$ cat config.mk
export PLATFORM = sky130hd
export DESIGN_NAME = hazard_ctrl
export DESIGN_NICKNAME = d
export VERILOG_FILES = /design/src/rtl/hazard_ctrl.sv
export SDC_FILE = /design/constraint.sdc
export NUM_CORES = 1
export LEC_CHECK = 0
export CAP_MARGIN = 20
export CORE_ASPECT_RATIO = 1.4
export CORE_MARGIN = 2
export CORE_UTILIZATION = 51
export CTS_CLUSTER_DIAMETER = 40
export DETAILED_ROUTE_END_ITERATION = 10
export GPL_ROUTABILITY_DRIVEN = 0
export HOLD_SLACK_MARGIN = 0.03
export PLACE_DENSITY = 0.92
export SYNTH_ARGS = -nofsm -noshare
export SYNTH_HDL_FRONTEND = slang
export SYNTH_SLANG_ARGS = --single-unit
$ cat constraint.sdc
create_clock -name clk_i -period 6.16 [get_ports clk_i]
set_clock_uncertainty 0.05 [all_clocks]
set_input_delay 0.924 -clock clk_i [delete_from_list [all_inputs] [get_ports clk_i]]
set_output_delay 0.924 -clock clk_i [all_outputs]
set_load 0.1 [all_outputs]
$ cat src/rtl/hazard_ctrl.sv
// rtl/hazard_ctrl.sv - pipeline hazard controller for the 5-stage RV32I core
//
// Purpose:
//   Generates the pipeline register enables and flushes, and the EX-stage
//   operand forwarding selects. It handles load-use stalls, EX-resolved
//   redirects and data-memory wait states. It also keeps saturating
//   stall/redirect counters and a sticky dmem timeout flag.
//
// Ports:
//   clk_i, rst_i                    clock, async active-high reset
//   rs1/rs2_ID, rs1/rs2_used_ID     source operands of the ID instruction
//   rs1/rs2_EX, rd_EX, RegWEn_EX,
//   WBSel_EX, PCSel_EX              EX instruction info and redirect
//   rd_MEM, RegWEn_MEM              MEM destination
//   rd_WB, RegWEn_WB                WB destination
//   dmem_req, dmem_ready            data memory handshake
//   pc_en, en_*, flush_*            pipeline control (combinational)
//   fwdA_EX, fwdB_EX                forwarding selects (combinational)
//   stall_cnt, flush_cnt, mem_err   registered status
module hazard_ctrl #(
  parameter int CntW    = 32,
  parameter int MaxWait = 16
) (
  input  logic            clk_i,
  input  logic            rst_i,
  input  logic [4:0]      rs1_ID,
  input  logic [4:0]      rs2_ID,
  input  logic            rs1_used_ID,
  input  logic            rs2_used_ID,
  input  logic [4:0]      rs1_EX,
  input  logic [4:0]      rs2_EX,
  input  logic [4:0]      rd_EX,
  input  logic            RegWEn_EX,
  input  logic [1:0]      WBSel_EX,
  input  logic            PCSel_EX,
  input  logic [4:0]      rd_MEM,
  input  logic            RegWEn_MEM,
  input  logic [4:0]      rd_WB,
  input  logic            RegWEn_WB,
  input  logic            dmem_req,
  input  logic            dmem_ready,
  output logic            pc_en,
  output logic            en_IF_ID,
  output logic            en_ID_EX,
  output logic            en_EX_MEM,
  output logic            flush_IF_ID,
  output logic            flush_ID_EX,
  output logic [1:0]      fwdA_EX,
  output logic [1:0]      fwdB_EX,
  output logic [CntW-1:0] stall_cnt,
  output logic [CntW-1:0] flush_cnt,
  output logic            mem_err
);

  localparam int WaitW = $clog2(MaxWait + 1);

  typedef enum logic {ST_RUN, ST_WAIT} state_e;

  state_e            state_q, state_d;
  logic [WaitW-1:0]  wait_cnt_q, wait_cnt_d;
  logic [CntW-1:0]   stall_cnt_q, stall_cnt_d;
  logic [CntW-1:0]   flush_cnt_q, flush_cnt_d;
  logic              mem_err_q, mem_err_d;

  logic freeze;
  logic loaduse;

  assign freeze  = dmem_req & ~dmem_ready;
  assign loaduse = RegWEn_EX & (WBSel_EX == 2'b00) & (rd_EX != 5'd0) &
                   ((rs1_used_ID & (rs1_ID == rd_EX)) |
                    (rs2_used_ID & (rs2_ID == rd_EX)));

  // MEM result is younger than WB, so it wins when both match.
  function automatic logic [1:0] fwd_sel(input logic [4:0] rs,
                                         input logic       wen_mem,
                                         input logic [4:0] rd_mem,
                                         input logic       wen_wb,
                                         input logic [4:0] rd_wb);
    if (wen_mem && rd_mem != 5'd0 && rd_mem == rs)
      return 2'b01;
    else if (wen_wb && rd_wb != 5'd0 && rd_wb == rs)
      return 2'b10;
    else
      return 2'b00;
  endfunction

  // Pipeline control; reset forces the free-running defaults.
  always_comb begin
    pc_en       = 1'b1;
    en_IF_ID    = 1'b1;
    en_ID_EX    = 1'b1;
    en_EX_MEM   = 1'b1;
    flush_IF_ID = 1'b0;
    flush_ID_EX = 1'b0;
    fwdA_EX     = 2'b00;
    fwdB_EX     = 2'b00;
    if (!rst_i) begin
      fwdA_EX = fwd_sel(rs1_EX, RegWEn_MEM, rd_MEM, RegWEn_WB, rd_WB);
      fwdB_EX = fwd_sel(rs2_EX, RegWEn_MEM, rd_MEM, RegWEn_WB, rd_WB);
      if (freeze) begin
        // Whole pipe holds; redirect and load-use are re-seen after the wait.
        pc_en     = 1'b0;
        en_IF_ID  = 1'b0;
        en_ID_EX  = 1'b0;
        en_EX_MEM = 1'b0;
      end else if (PCSel_EX) begin
        // ID holds a wrong-path instruction, so its load-use is moot.
        flush_IF_ID = 1'b1;
        flush_ID_EX = 1'b1;
      end else if (loaduse) begin
        pc_en       = 1'b0;
        en_IF_ID    = 1'b0;
        flush_ID_EX = 1'b1;
      end
    end
  end

  // Next-state for the wait FSM, counters and sticky flag.
  always_comb begin
    state_d     = state_q;
    wait_cnt_d  = wait_cnt_q;
    mem_err_d   = mem_err_q;
    stall_cnt_d = stall_cnt_q;
    flush_cnt_d = flush_cnt_q;

    case (state_q)
      ST_RUN: begin
        if (freeze) begin
          state_d    = ST_WAIT;
          wait_cnt_d = WaitW'(1);
        end
      end
      ST_WAIT: begin
        if (freeze) begin
          if (wait_cnt_q != WaitW'(MaxWait))
            wait_cnt_d = wait_cnt_q + WaitW'(1);
          if (wait_cnt_q == WaitW'(MaxWait - 1))
            mem_err_d = 1'b1;
        end else begin
          state_d    = ST_RUN;
          wait_cnt_d = '0;
        end
      end
      default: begin
        state_d    = ST_RUN;
        wait_cnt_d = '0;
      end
    endcase

    if ((freeze || (loaduse && !PCSel_EX)) && stall_cnt_q != '1)
      stall_cnt_d = stall_cnt_q + CntW'(1);
    if (PCSel_EX && !freeze && flush_cnt_q != '1)
      flush_cnt_d = flush_cnt_q + CntW'(1);
  end

  always_ff @(posedge clk_i or posedge rst_i) begin
    if (rst_i) begin
      state_q     <= ST_RUN;
      wait_cnt_q  <= '0;
      stall_cnt_q <= '0;
      flush_cnt_q <= '0;
      mem_err_q   <= 1'b0;
    end else begin
      state_q     <= state_d;
      wait_cnt_q  <= wait_cnt_d;
      stall_cnt_q <= stall_cnt_d;
      flush_cnt_q <= flush_cnt_d;
      mem_err_q   <= mem_err_d;
    end
  end

  assign stall_cnt = stall_cnt_q;
  assign flush_cnt = flush_cnt_q;
  assign mem_err   = mem_err_q;

endmodule

==> reports/summary.md <==
The run finished with clean final reports. The beginning of the worst register-to-register path was stall_cnt[0]. The tools report the last element of the critical path as en_IF_ID.

The critical path runs through a total of 7 cells. Along the worst path, the maximum fanout reaches 10. In the routed design, unresolved DRC markers number 0. The post-route fraction of the period consumed by the critical path works out to 79.3%.

In this run the biggest area consumer among cell types represents 45.2% of the synthesized area. The cell type with the highest occurrence count on the critical path is sky130_fd_sc_hd__clkdlybuf4s50_1. The number of antenna violations at the first check in global routing is 0. By count the netlist is led by sky130_fd_sc_hd__dfrtp_1 (71), sky130_fd_sc_hd__xnor2_1 (57), sky130_fd_sc_hd__xor2_1 (37), sky130_fd_sc_hd__nand2_1 (32). The largest total area in the synthesized netlist belongs to sky130_fd_sc_hd__dfrtp_1. The placed instances occupy a cell area of 5250 um^2.

From synthesis to final layout, the design area changed by 38.4%. The number of setup buffers added after CTS is 0. The run gives 0 as the number of diodes.

Path class of the lowest-slack min-delay path: reg2reg. The mean routed wirelength per cell was 16.0 um; the residual overflow from global routing was 0. After layout, the minimum clock period comes to 4890 ps. Once the floorplan was initialized, standard cells occupied 53.1% of the core. The leakage power was 2.23 nW; the maximum buffer depth of the clock tree was 2. The number of nets with antenna violations after routing is 0. The horizontal extent of the die is 78.2 um. For this run, the slowest stage of the critical path takes 1170 ps. The worst setup path is of the in2out kind. After synthesis, the largest family of logic cells by area is simple AND/OR/NAND/NOR gates. The tools report the number of global-route vias before repair as 3502.

The tools report the hold violation count in the final report as 0. The tools report the data arrival time of the critical path as 3910 ps. After Yosys synthesis, XOR and XNOR cells account for 20.9% of the synthesized area. The cell area after synthesis came out at 3930 um^2. The worst setup path is captured at an output port.

The number of gates resized after CTS was 0. The completed layout was analyzed and its total power is 1.58 mW. Data on the critical path is required at its endpoint by 5190 ps. In this run the critical register-to-register path is captured at stall_cnt[1].

The number of distinct standard cells referenced by the synthesized netlist was 49. Synthesis produced a netlist with a net count of 441. TritonCTS built the clock tree. The critical path's top delay family was buffers and inverters. For the pin with the worst max-slew slack, the measured transition is 1010 ps. The maximum ir drop on the vdd rail was 309 uV. The logs give 569 for the net total in the final layout and 45.2% for the fraction of the yosys area taken by sequential cells. The routed wire length is 9.89 mm, and the clock slew seen by the registers of the worst setup and hold paths is 70 ps.

Together, buffers and inverters on the worst path number 2. Synthesis handed over a netlist of 389 instances. The tool flagged a number of max-cap violations equal to 0. The detailed placer's ending HPWL was 7.74 mm. The floorplan has 37 rows. The number of vias per cell after detailed routing was 5.58; the final instance area was 5450 um^2. The register bit count reported by yosys is 71. The die footprint came out at 8440 um^2. Critical-path cell with the highest stage delay: sky130_fd_sc_hd__clkdlybuf4s50_1. For this design, the sink count on the clock tree is 71. Counting cells, the worst reg-to-reg path comes to 6. Across all register-to-register paths, the minimum setup slack is 3760 ps. For the I/O pin total, the log shows 122. Setup repair after global routing left no endpoint under its margin. Of the cells placed in the final design, the portion with a size suffix greater than 1 is 6.90%.

Port buffering added 121 buffers. By area the synthesized netlist is led by sky130_fd_sc_hd__dfrtp_1 (45%), sky130_fd_sc_hd__xnor2_1 (13%), sky130_fd_sc_hd__xor2_1 (8.2%). Global routing used 24.3% of the available tracks across all layers.

The run gives 16.1 mm as the first-pass GRT wire length. The core region is 7410 um^2. Of all flip-flops after synthesis, the portion carrying an async set or reset was 100%.

The most critical setup path has its startpoint at rd_EX[1]. Among all flip-flop cells after synthesis, the most frequent one is sky130_fd_sc_hd__dfrtp_1. In this run, CTS created clock tree buffers numbering 9. The via count of the routed design came out at 3451. The total number of yosys warnings is 0, and the post-synthesis mux area share is 0.573%. Yosys instantiated no cell more often than sky130_fd_sc_hd__dfrtp_1. Setup violations remaining at the end of the flow were counted as 0. The signal on the critical path passes through clkdlybuf4s50_1, or4_1, o211ai_2, nor2_1, a21o_1, nand2_1, clkdlybuf4s50_1. For this design the ratio of total power to cell area is 290 nW/um^2. The CTS root buffer is sky130_fd_sc_hd__clkbuf_8. The fraction of the mapped netlist area in compound gates came out at 3.94%.

The tools report the DRC violation total after the first TritonRoute iteration as 155. Number of slew-limit violations in the final report: 0. Yosys mapped a number of flops with a built-in enable equal to 0. In this run the number of H-tree levels came out at 3. The synthesized-area fraction occupied by and/or/nand/nor cells came out at 25.7%. The average instance in the mapped netlist occupies 10.1 um^2. For the max-slew headroom at the worst pin, the log shows 32.6%. The worst setup path is launched from an input pin.

Derived from the worst setup path, the maximum achievable clock frequency is 0.205 GHz. The total iterations of the first detailed-routing run was 6; the final setup TNS was 0 ps. For the worst-skew pair, the clock arrives at the later sink with an insertion delay of 360 ps.

The adder-cell share of the synthesized area came out at 1.59%. Entering global routing, the biggest net connects 35 pins. From bottom edge to top edge, the die measures 108 um. Hold repair after CTS inserted 0 buffers.
[report_power, final]
part	internal (mW)	total (mW)	switching (mW)
Clock	0.187	0.373	0.185
Combinational	0.162	0.621	0.459
Sequential	0.513	0.584	0.0710
Total	0.862	1.58	0.716
[worst reg2reg max path, delay by kind of cell (launching register included)]
family | cells | cell delay (ps)
mux | 1 | 380
simple gates | 2 | 530
flops | 1 | 420
fa+ha+maj | 1 | 250
compound gates | 2 | 660
[metal layers]
metal,global-route usage [%],routed length [um],up-vias
li1,-,-,1621
met1,24.9,3590,1649
met2,44.5,5200,159
met3,7.72,802,22
met4,11.2,293,0
met5,0,0,-
[per-stage QoR]
step / instances / setup WS, ps / hold slack (ps) / utilization, %
CTS: 619 / 1290 / 430 / 73.5
finish: 619 / 1270 / 422 / 73.5
detailed placement: 603 / 1280 / 414 / 70.9
global placement: 603 / 1380 / 424 / 70.9
global route: 619 / 1210 / 444 / 73.5
floorplan: 389 / 284 / 437 / -
[registers in the layout, summed over array words and instances (netlist names)]
signal	cells
flush_cnt	32
mem_err	1
stall_cnt	32
state_q	1
wait_cnt_q	5
[how the worst min path moves through the flow]
stage | endpoint | slack [ps] | cells past startpoint | start
after global routing | mem_err | 440 | 1 | mem_err
final | mem_err | 420 | 1 | mem_err
after global placement | flush_cnt[20] | 420 | 1 | flush_cnt[20]
after floorplan | wait_cnt_q[2] | 440 | 1 | wait_cnt_q[2]
after detailed placement | mem_err | 410 | 1 | mem_err
after CTS | mem_err | 430 | 1 | mem_err
[final cells by class]
class	instances	area [um^2]
flip-flops and latches	71	1780
inverters	11	41.3
well taps	97	121
multi-input cells	301	2090
clock inverters	7	72.6
clock buffers	9	124
fillers	546	1960
repair buffers	123	1220
[cells in the final DEF (no fill, tap or decap), types with 2 or more instances in the layout]
| cell | count |
|---|---|
| sky130_fd_sc_hd__nand2_1 | 32 |
| sky130_fd_sc_hd__nor2_1 | 31 |
| sky130_fd_sc_hd__and2_1 | 4 |
| sky130_fd_sc_hd__and4_1 | 5 |
| sky130_fd_sc_hd__or4_1 | 5 |
| sky130_fd_sc_hd__nor4_1 | 6 |
| sky130_fd_sc_hd__nand4_1 | 24 |
| sky130_fd_sc_hd__nor3b_1 | 4 |
| sky130_fd_sc_hd__nor3_1 | 10 |
| sky130_fd_sc_hd__nand3b_1 | 3 |
| sky130_fd_sc_hd__o22ai_1 | 2 |
| sky130_fd_sc_hd__o21ai_0 | 5 |
| sky130_fd_sc_hd__a22o_1 | 2 |
| sky130_fd_sc_hd__nor2b_1 | 2 |
| sky130_fd_sc_hd__clkbuf_8 | 9 |
| sky130_fd_sc_hd__nor4b_1 | 2 |
| sky130_fd_sc_hd__inv_1 | 9 |
| sky130_fd_sc_hd__xor2_1 | 37 |
| sky130_fd_sc_hd__clkinv_2 | 2 |
| sky130_fd_sc_hd__dfrtp_1 | 71 |
| sky130_fd_sc_hd__and3_1 | 9 |
| sky130_fd_sc_hd__nor4_4 | 2 |
| sky130_fd_sc_hd__buf_4 | 4 |
| sky130_fd_sc_hd__clkdlybuf4s50_1 | 119 |
| sky130_fd_sc_hd__nand3_1 | 31 |
| sky130_fd_sc_hd__nor4_2 | 3 |
| sky130_fd_sc_hd__clkinvlp_4 | 2 |
| sky130_fd_sc_hd__ha_1 | 5 |
| sky130_fd_sc_hd__xnor2_1 | 57 |
[logic make-up (layout without fill, tap and decap cells)]
| logic type | Yosys count | after routing |
|---|---|---|
| XOR/XNOR | 94 | 94 |
| multiplexers | 2 | 2 |
| flip-flops | 71 | 71 |
| buffers and inverters | 17 | 150 |
| AND/OR/NAND/NOR | 180 | 180 |
| AO/OA/AOI/OAI | 20 | 20 |
| adder cells (fa/ha/maj) | 5 | 5 |
Power figures use the tool's default switching activity.
